`src/rtl/com_bus_sched_rr.sv`:
```
// Common-bus scheduler: round-robin processor tenures with snoop and memory grants
// nested inside the owning processor's tenure. All outputs come straight from flops.
module com_bus_sched_rr #(
   parameter int NUM_PROC  = 4,
   parameter int NUM_SNOOP = 4,
   parameter int MAX_HOLD  = 64
) (
   input  logic                 clk,
   input  logic                 rst,
   input  logic [NUM_PROC-1:0]  Com_Bus_Req_proc,
   input  logic [NUM_SNOOP-1:0] Com_Bus_Req_snoop,
   input  logic                 Mem_snoop_req,
   output logic [NUM_PROC-1:0]  Com_Bus_Gnt_proc,
   output logic [NUM_SNOOP-1:0] Com_Bus_Gnt_snoop,
   output logic                 Mem_snoop_gnt,
   output logic                 Bus_busy,
   output logic                 Hold_timeout
);

   localparam int PPW = (NUM_PROC > 1) ? $clog2(NUM_PROC) : 1;
   localparam int SPW = (NUM_SNOOP > 1) ? $clog2(NUM_SNOOP) : 1;
   localparam int HW  = $clog2(MAX_HOLD + 1);

   typedef enum logic [1:0] {IDLE, OWN, SNOOP, MEM} state_t;

   state_t               state, state_nx;
   logic [PPW-1:0]       proc_ptr, proc_ptr_nx, proc_own, proc_own_nx, proc_pick;
   logic [SPW-1:0]       snoop_ptr, snoop_ptr_nx, snoop_own, snoop_own_nx, snoop_pick;
   logic                 proc_hit, snoop_hit;
   logic [HW-1:0]        hold_cnt, hold_cnt_nx;
   logic [NUM_PROC-1:0]  gnt_proc_nx;
   logic [NUM_SNOOP-1:0] gnt_snoop_nx;
   logic                 mem_gnt_nx, timeout_nx;
   logic [PPW-1:0]       proc_own_inc;
   logic [SPW-1:0]       snoop_own_inc;

   // Pointer-order search: scanning offsets high to low leaves the lowest offset as winner.
   always_comb begin
      proc_hit  = 1'b0;
      proc_pick = proc_ptr;
      for (int i = NUM_PROC - 1; i >= 0; i--) begin
         if (Com_Bus_Req_proc[(int'(proc_ptr) + i) % NUM_PROC]) begin
            proc_hit  = 1'b1;
            proc_pick = PPW'((int'(proc_ptr) + i) % NUM_PROC);
         end
      end
      snoop_hit  = 1'b0;
      snoop_pick = snoop_ptr;
      for (int i = NUM_SNOOP - 1; i >= 0; i--) begin
         if (Com_Bus_Req_snoop[(int'(snoop_ptr) + i) % NUM_SNOOP]) begin
            snoop_hit  = 1'b1;
            snoop_pick = SPW'((int'(snoop_ptr) + i) % NUM_SNOOP);
         end
      end
   end

   assign proc_own_inc  = (proc_own == PPW'(NUM_PROC - 1)) ? '0 : proc_own + 1'b1;
   assign snoop_own_inc = (snoop_own == SPW'(NUM_SNOOP - 1)) ? '0 : snoop_own + 1'b1;

   always_comb begin
      state_nx     = state;
      proc_ptr_nx  = proc_ptr;
      proc_own_nx  = proc_own;
      snoop_ptr_nx = snoop_ptr;
      snoop_own_nx = snoop_own;
      gnt_proc_nx  = Com_Bus_Gnt_proc;
      gnt_snoop_nx = Com_Bus_Gnt_snoop;
      mem_gnt_nx   = Mem_snoop_gnt;
      hold_cnt_nx  = hold_cnt;
      if (state != IDLE && hold_cnt != HW'(MAX_HOLD))
         hold_cnt_nx = hold_cnt + 1'b1;

      case (state)
         IDLE: begin
            if (proc_hit) begin
               state_nx               = OWN;
               proc_own_nx            = proc_pick;
               gnt_proc_nx            = '0;
               gnt_proc_nx[proc_pick] = 1'b1;
               hold_cnt_nx            = '0;
            end
         end
         OWN: begin
            if (!Com_Bus_Req_proc[proc_own]) begin
               state_nx    = IDLE;
               gnt_proc_nx = '0;
               proc_ptr_nx = proc_own_inc;
            end else if (snoop_hit) begin
               state_nx                 = SNOOP;
               snoop_own_nx             = snoop_pick;
               gnt_snoop_nx             = '0;
               gnt_snoop_nx[snoop_pick] = 1'b1;
            end else if (Mem_snoop_req) begin
               state_nx   = MEM;
               mem_gnt_nx = 1'b1;
            end
         end
         SNOOP, MEM: begin
            // Nested grant is held until its own request drops; then fall back to the
            // processor tenure, or close it too if the owner has already let go.
            if ((state == SNOOP && !Com_Bus_Req_snoop[snoop_own]) ||
                (state == MEM && !Mem_snoop_req)) begin
               if (state == SNOOP) begin
                  gnt_snoop_nx = '0;
                  snoop_ptr_nx = snoop_own_inc;
               end else begin
                  mem_gnt_nx = 1'b0;
               end
               if (!Com_Bus_Req_proc[proc_own]) begin
                  state_nx    = IDLE;
                  gnt_proc_nx = '0;
                  proc_ptr_nx = proc_own_inc;
               end else begin
                  state_nx = OWN;
               end
            end
         end
         default: state_nx = IDLE;
      endcase

      timeout_nx = Hold_timeout | (hold_cnt_nx == HW'(MAX_HOLD));
   end

   always_ff @(posedge clk or posedge rst) begin
      if (rst) begin
         state             <= IDLE;
         proc_ptr          <= '0;
         proc_own          <= '0;
         snoop_ptr         <= '0;
         snoop_own         <= '0;
         hold_cnt          <= '0;
         Com_Bus_Gnt_proc  <= '0;
         Com_Bus_Gnt_snoop <= '0;
         Mem_snoop_gnt     <= 1'b0;
         Bus_busy          <= 1'b0;
         Hold_timeout      <= 1'b0;
      end else begin
         state             <= state_nx;
         proc_ptr          <= proc_ptr_nx;
         proc_own          <= proc_own_nx;
         snoop_ptr         <= snoop_ptr_nx;
         snoop_own         <= snoop_own_nx;
         hold_cnt          <= hold_cnt_nx;
         Com_Bus_Gnt_proc  <= gnt_proc_nx;
         Com_Bus_Gnt_snoop <= gnt_snoop_nx;
         Mem_snoop_gnt     <= mem_gnt_nx;
         Bus_busy          <= (state_nx != IDLE);
         Hold_timeout      <= timeout_nx;
      end
   end

endmodule
```
`config.mk`:
```
export PLATFORM = sky130hd
export DESIGN_NAME = com_bus_sched_rr
export DESIGN_NICKNAME = d
export VERILOG_FILES = /design/src/rtl/com_bus_sched_rr.sv
export SDC_FILE = /design/constraint.sdc
export NUM_CORES = 1
export LEC_CHECK = 0
export CAP_MARGIN = 20
export CELL_PAD_IN_SITES_DETAIL_PLACEMENT = 1
export CELL_PAD_IN_SITES_GLOBAL_PLACEMENT = 1
export CORE_UTILIZATION = 43
export CTS_CLUSTER_DIAMETER = 120
export DETAILED_ROUTE_END_ITERATION = 6
export PLACE_DENSITY = 0.82
export SLEW_MARGIN = 20
export SYNTH_ARGS = -nofsm -noshare
export SYNTH_HDL_FRONTEND = slang
export SYNTH_SLANG_ARGS = --single-unit
```
`constraint.sdc`:
```
create_clock -name clk -period 2.82 [get_ports clk]
set_input_delay 0.564 -clock clk [delete_from_list [all_inputs] [get_ports clk]]
set_output_delay 0.564 -clock clk [all_outputs]
set_load 0.01 [all_outputs]
```
==> impl_metrics.toml, run 1 <==
[floorplan]
fp.dieH_um = 67.5
fp.dieArea_um2 = 4550
core_um2 = 4060
io_pins = 22
std_cell_rows = 23
dieWidth_um = 67.5
start_util = 0.455

[global_routing]
grt_pass1_wl_um = 7690
antenna_violations_before_repair = 0
gr-total-overflow = 0
grt_pass1_vias = 1670
grt_usage = 0.224
grt_max_degree = 29

[power]
vdd.ir_drop.worst_uv = 411
power_per_cell_area_nw_per_um2 = 958
power_leakage_nw = 0.939

[clock_tree]
h_tree_level_count = 1
tritoncts = "done"
cts_buffer_depth = 2
numClockSinks = 28
cts_hold_buf = 0
cts_root_buf = "sky130_fd_sc_hd__clkbuf_8"
buffers_inserted_by_post_cts_timing_repair = 0
ctsResizeCount = 0
cts_inserted_buffers = 3
clock_latency_late_sink_ns = 0.28
clk_pin_slew_worst_paths_ns = 0.11

[worst_setup_path]
critical_path.cell_chain = "clkdlybuf4s50_1, mux2i_1, a32oi_1, o211a_2, or3_4, mux2_4"
worst-r2r-setup-slack_ns = 0.61
reg2reg_depth = 6
cp.required_ns = 2.99
worst-endpoint-arrival_ns = 2.46
crit_slowest_cell = "sky130_fd_sc_hd__clkdlybuf4s50_1"
max_stage_delay_ns = 0.63
critical_path_buf_inv_count = 1
worst_setup_path_class = "in -> reg"
worst_setup_path_startpoint = "Com_Bus_Req_snoop[1]"
worst_setup_path_end_kind = "flip-flop"
worst_r2r_startpoint = "state[0]"
regToRegEndpoint = "proc_ptr[1]"
worst-path-max-fanout = 8
critical_path.top_delay_family = "compound AO/OA/AOI/OAI gates"
critical_path.startpoint_type = "input port"

[drt]
topRoutingLayerUsed = "met4"
detailedRoute.firstIterationViolations = 68
detailedRoute.firstPassIterationCount = 4
vias_per_cell = 6.06
final_antenna_net_count = 0
post_route_drc_violation_count = 0
wl_met1_um = 2110
avgRoutedWirePerCell_um = 17.4
dr_wl_met3_um = 126
detail_route.wirelength_um = 4620
num_vias = 1605
met2_length_um = 2320

[synth]
async_flop_share = 1.00
ys_ff_latch = 28
synth-edff-count = 0
netlist_area_um2 = 1840
total_number_of_yosys_warnings = 0
synth_seq_area_share = 0.380
area_leader_netlist = "sky130_fd_sc_hd__dfrtp_1"
ys_types = 48
synth_flop_cell = "sky130_fd_sc_hd__dfrtp_1"
synthesis.nets = 215
synth_top_area_frac = 0.380
yosys-top-cells-area = "sky130_fd_sc_hd__dfrtp_1, sky130_fd_sc_hd__ha_1, sky130_fd_sc_hd__nor2_1, sky130_fd_sc_hd__a22o_1, sky130_fd_sc_hd__mux2_2"
postSynthCellCount = 195
syn_avg_cell_area_um2 = 9.46

[layout]
layout.cells.non_filler = 265
mostFrequentLayoutCell = "sky130_fd_sc_hd__dfrtp_1"
post_route_cells_drive_above_1_share = 0.0930
area.growth.synth_to_final_pct = 17.6
layout.nets = 236
diodes = 0
final_cell_mix = "sky130_fd_sc_hd__dfrtp_1, sky130_fd_sc_hd__clkdlybuf4s50_1, sky130_fd_sc_hd__nor2_1, sky130_fd_sc_hd__inv_1, sky130_fd_sc_hd__nand2_1"

[run]
drv_cap = 0

[hold_path]
hold_class = "reg -> reg"
worst_hold_startpoint = "Com_Bus_Gnt_proc[3]"
worstHoldEndpoint = "Com_Bus_Gnt_proc[3]"
timing.hold.worst_path_depth = 1

[place]
numPortBuffers = 21
gp_congestion = 0.811
placed_cells_incl_taps = 261
detailed_place_hpwl_um = 3430

[run_status]
status = "complete, no violations"

[sta]
tightestPinTransition_ns = 0.556
tmin_final_ns = 2.29
report.final.hold_viol_count = 0
clock_skew_ns = 0.00622
max_freq_mhz = 437
finalSetupViolations = 0
rsz0062_at_grt = "no"
finalCritPeriodShare = 0.812
final.setup.tns_ns = 0
final_max_slew_viol_count = 0
timing.slew.headroom = 0.626
-- cells by family (layout without fill, tap and decap cells) --
logic type | count (synthesis) | after routing | synth area share
compound gates | 54 | 54 | 0.210
xor+xnor | 5 | 5 | 0.0237
fa+ha+maj | 9 | 9 | 0.0611
buf+inv | 19 | 39 | 0.0407
flops | 28 | 28 | 0.380
mux | 13 | 13 | 0.0862
simple gates | 67 | 67 | 0.198
-- registers in the layout, summed over array words and instances (netlist names) --
signal and count:
Bus_busy 1, state 2, snoop_ptr 2, snoop_own 2, hold_cnt 7, Com_Bus_Gnt_proc 4, Mem_snoop_gnt 1, proc_ptr 2
Com_Bus_Gnt_snoop 4, proc_own 2, Hold_timeout 1
-- layer usage --
layer,track usage,vias to the layer above
li1,-,761
met1,0.282,808
met2,0.389,32
met3,0.0236,4
met4,0.0851,0
met5,0,-
-- final cells by class --
cell class,count,area (µm²)
Timing Repair Buffer,22,218
Sequential cell,28,701
Tap cell,50,62.6
Multi-Input combinational cell,148,1070
Fill cell,470,1890
Clock inverter,1,30.0
Clock buffer,3,41.3
Inverter,13,48.8
-- power breakdown --
part	internal [W]	switching (W)	leakage, nW
combinational	0.000526	0.000528	0.539
sequential	0.000538	0.000162	0.365
clock	0.000190	0.000134	0.0357
total	0.00125	0.000824	0.939
-- synth_stat cells (all sizes together) (2+ instances only) --
library cell and instances:
a211oi 3, a21o 2, a21oi 9, a22o 8, a31o 2, a31oi 5, and3 2, buf 3
clkbuf 3, dfrtp 28, ha 9, inv 13, mux2 7, mux2i 5, nand2 12, nand2b 2
nand3 7, nand4 2, nand4b 2, nor2 20, nor2b 6, nor4 5, o211a 2, o21ai 7
o22ai 2, o2bb2ai 2, o31ai 4, o32ai 2, or3 2, xnor2 2, xor2 3
-- worst max-delay path by stage --
stage	end	slack, ns	cells after the start
final	proc_ptr[1]	0.53	6
after global routing	proc_ptr[1]	0.49	6
after CTS	Com_Bus_Gnt_proc[1]	0.54	6
after detailed placement	proc_ptr[1]	0.26	6
after global placement	proc_ptr[1]	0.36	4
after floorplan	proc_ptr[0]	0.79	7
-- stage by stage --
stage           util  power, W  worst slack [ns]  hold WS, ns  instance area [µm²]
2_1_floorplan      -   0.00141             0.794        0.483                 1840
3_3_place_gp   0.517   0.00168             0.361        0.475                 2100
3_5_place_dp   0.517   0.00176             0.264        0.475                 2100
4_1_cts        0.535   0.00209             0.542        0.505                 2170
5_1_grt        0.535   0.00224             0.489        0.511                 2170
6_report       0.535   0.00208             0.530        0.499                 2170
(Power assumes the default switching activity.)
==> run 2: changes to the inputs <==
--- a/config.mk
+++ b/config.mk
@@ -8,10 +8,10 @@
 export CAP_MARGIN = 20
 export CELL_PAD_IN_SITES_DETAIL_PLACEMENT = 1
 export CELL_PAD_IN_SITES_GLOBAL_PLACEMENT = 1
-export CORE_UTILIZATION = 43
+export CORE_UTILIZATION = 39
 export CTS_CLUSTER_DIAMETER = 120
 export DETAILED_ROUTE_END_ITERATION = 6
-export PLACE_DENSITY = 0.82
+export PLACE_DENSITY = 0.78
 export SLEW_MARGIN = 20
 export SYNTH_ARGS = -nofsm -noshare
 export SYNTH_HDL_FRONTEND = slang
==> constraint.sdc (replaced) <==
create_clock -name clk -period 2.01 [get_ports clk]
set_input_delay 0.402 -clock clk [delete_from_list [all_inputs] [get_ports clk]]
set_output_delay 0.402 -clock clk [all_outputs]
set_load 0.01 [all_outputs]
==> run 2 against run 1 <==
The flow now finishes with violations (DRC). Clock power grew 37%. Critical path depth grew 1. Clock-buffer cell count stayed put. Combinational power increased by 65%. Wire length is 8.2% higher. Power grew 51%. Sequential share of layout area shrank 3.2 points. Non-clock buffer count increased by 27. Flip-flop and latch count did not move. Cell area increased by 11%. First-iteration DRC count fell by 1.5%.
==> impl_metrics.toml, run 2 (same netlist as run 1, synthesis figures left out) <==
[hold_path]
hold_class = "in -> async"

[layout]
layout.nets = 263
biggestRegsByFlops = "hold_cnt (7), Com_Bus_Gnt_proc (4), Com_Bus_Gnt_snoop (4)"
stdcell_area_um2 = 2410
fillers = 508
post_route_cells_drive_above_1_share = 0.231
top_register = "hold_cnt"
diodes = 0
largest_reg_flops = 7
mostFrequentLayoutCell = "sky130_fd_sc_hd__buf_4"
area.growth.synth_to_final_pct = 30.8
final_cell_mix = "sky130_fd_sc_hd__buf_4, sky130_fd_sc_hd__dfrtp_1, sky130_fd_sc_hd__nor2_1, sky130_fd_sc_hd__clkdlybuf4s50_1"

[worst_setup_path]
max_stage_delay_ns = 0.46
worst_setup_path_class = "in -> reg"
crit_slowest_cell = "sky130_fd_sc_hd__clkdlybuf4s50_1"
cp.required_ns = 2.18
critical_path.cell_chain = "clkdlybuf4s50_1, buf_4, nor4_4, a21oi_1, a31o_2, a211o_1, nand3b_1"
critical_path.startpoint_type = "input port"
worst-path-max-fanout = 3
critical_path.top_delay_family = "buffers and inverters"
worst-endpoint-arrival_ns = 2.11
worst_setup_path_end_kind = "flip-flop"
critical_path_buf_inv_count = 2

[sta]
final.setup.worst_slack_ns = 0.0656
max_freq_mhz = 514
report.final.hold_viol_count = 0
tightestPinTransition_ns = 0.501
finalCritPeriodShare = 0.967
final_max_slew_viol_count = 0
finalSetupViolations = 0
tmin_final_ns = 1.94
clock_skew_ns = 0.00223
timing.slew.headroom = 0.666

[clock_tree]
cts_inserted_buffers = 3
buffers_inserted_by_post_cts_timing_repair = 0
clock_latency_late_sink_ns = 0.28
cts_hold_buf = 0
clk_pin_slew_worst_paths_ns = 0.10
tritoncts = "done"
h_tree_level_count = 1
cts_buffer_depth = 2
cts_root_buf = "sky130_fd_sc_hd__clkbuf_8"
numClockSinks = 28

[power]
power_leakage_nw = 1.10
power_per_cell_area_nw_per_um2 = 1300
vdd.ir_drop.worst_uv = 674

[floorplan]
io_pins = 22
std_cell_rows = 24
dieWidth_um = 70.8
start_util = 0.415
fp.dieArea_um2 = 5010
fp.dieH_um = 70.8
core_um2 = 4440

[drt]
post_route_drc_violation_count = 6
num_vias = 1687
avgRoutedWirePerCell_um = 17.0
detailedRoute.firstPassIterationCount = 6
final_antenna_net_count = 0
vias_per_cell = 5.74
detail_route.wirelength_um = 5000
detailedRoute.firstIterationViolations = 67

[global_routing]
grt_usage = 0.214
grt_max_degree = 29
gr-total-overflow = 0
grt_pass1_vias = 1777
antenna_violations_before_repair = 0
grt_pass1_wl_um = 8420

[place]
numPortBuffers = 21
placement.cell_area_um2 = 2300
detailed_place_hpwl_um = 3810
post_place_worst_slack_ns = -0.279
gp_congestion = 0.865

[run_status]
status = "finished, violations left"
violations_in_the_final_reports = "DRC"

[run]
drv_cap = 0
==> run 2: cell types whose count changed in the layout (fill, tap and decap cells not counted), moves of 2 or more <==
cell	before	now
sky130_fd_sc_hd__buf_4	1	28
sky130_fd_sc_hd__clkdlybuf4s50_1	21	18
sky130_fd_sc_hd__dlymetal6s2s_1	0	3
sky130_fd_sc_hd__ha_1	9	7
sky130_fd_sc_hd__ha_2	0	2
==> run 2: cell type report <==
type / count / area, µm² / area share
timing repair buffer: 49 / 428 / 0.177
tap: 52 / 65.1 / 0.0270
clock inverter: 1 / 30.0 / 0.0124
clock buffer: 3 / 41.3 / 0.0171
sequential: 28 / 702 / 0.291
inverter: 13 / 48.8 / 0.0202
multi-input combinational: 148 / 1100 / 0.455
==> run 2: where the power goes <==
group	switching (W)	internal, W
logic	0.000827	0.000907
registers	0.000210	0.000756
clock network	0.000178	0.000267
total	0.00121	0.00193
==> run 2: tightest hold or removal path: stages <==
cell	delay, ns
sky130_fd_sc_hd__clkdlybuf4s50_1	0.39
sky130_fd_sc_hd__inv_1	0.05
sky130_fd_sc_hd__buf_4	0.34
==> run 2: routing by layer <==
| metal | vias up | track usage | part of all wire |
|---|---|---|---|
| met3 | 8 | 0.0299 | 0.024 |
| met4 | 0 | 0.0644 | 0.015 |
| met1 | 835 | 0.262 | 0.45 |
| li1 | 817 | - | - |
| met2 | 27 | 0.389 | 0.51 |
| met5 | - | 0 | 0 |
==> run 2: stage by stage <==
stage | total power, W | std cells | utilization | TNS, ns | hold WS [ns]
after floorplan | 0.00198 | 195 | - | 0 | 0.467
after global routing | 0.00337 | 294 | 0.543 | -0.00174 | 0.522
after global placement | 0.00255 | 290 | 0.518 | -2.64 | 0.473
final | 0.00314 | 294 | 0.543 | 0 | 0.490
after detailed placement | 0.00266 | 290 | 0.518 | -3.97 | 0.498
after CTS | 0.00314 | 294 | 0.535 | 0 | 0.491
==> run 2: what timing repair did <==
action	4_1_cts	5_1_grt
pin swaps	0	1
setup endpoints to repair	2	14
gates resized for setup	1	11
endpoints found under the hold margin	0	0
==> run 2: final timing paths <==
check	start	cells after the start	slack, ns	endpoint
setup / recovery	Com_Bus_Req_proc[0]	7	0.07	Bus_busy
hold / removal	rst	3	0.49	snoop_ptr[0]
setup reg to reg	state[1]	8	0.11	Bus_busy
hold reg to reg	Com_Bus_Gnt_proc[3]	1	0.52	Com_Bus_Gnt_proc[3]
max in group asynchronous	rst	3	1.23	state[1]
min in group clk	Com_Bus_Gnt_proc[3]	1	0.52	Com_Bus_Gnt_proc[3]
==> run 3: changes to the inputs <==
--- a/config.mk
+++ b/config.mk
@@ -12,7 +12,6 @@
 export CTS_CLUSTER_DIAMETER = 120
 export DETAILED_ROUTE_END_ITERATION = 6
 export PLACE_DENSITY = 0.78
-export SLEW_MARGIN = 20
 export SYNTH_ARGS = -nofsm -noshare
 export SYNTH_HDL_FRONTEND = slang
 export SYNTH_SLANG_ARGS = --single-unit
==> results of run 3 <==
The final DEF is identical to that of run 2; final timing and power are the same.
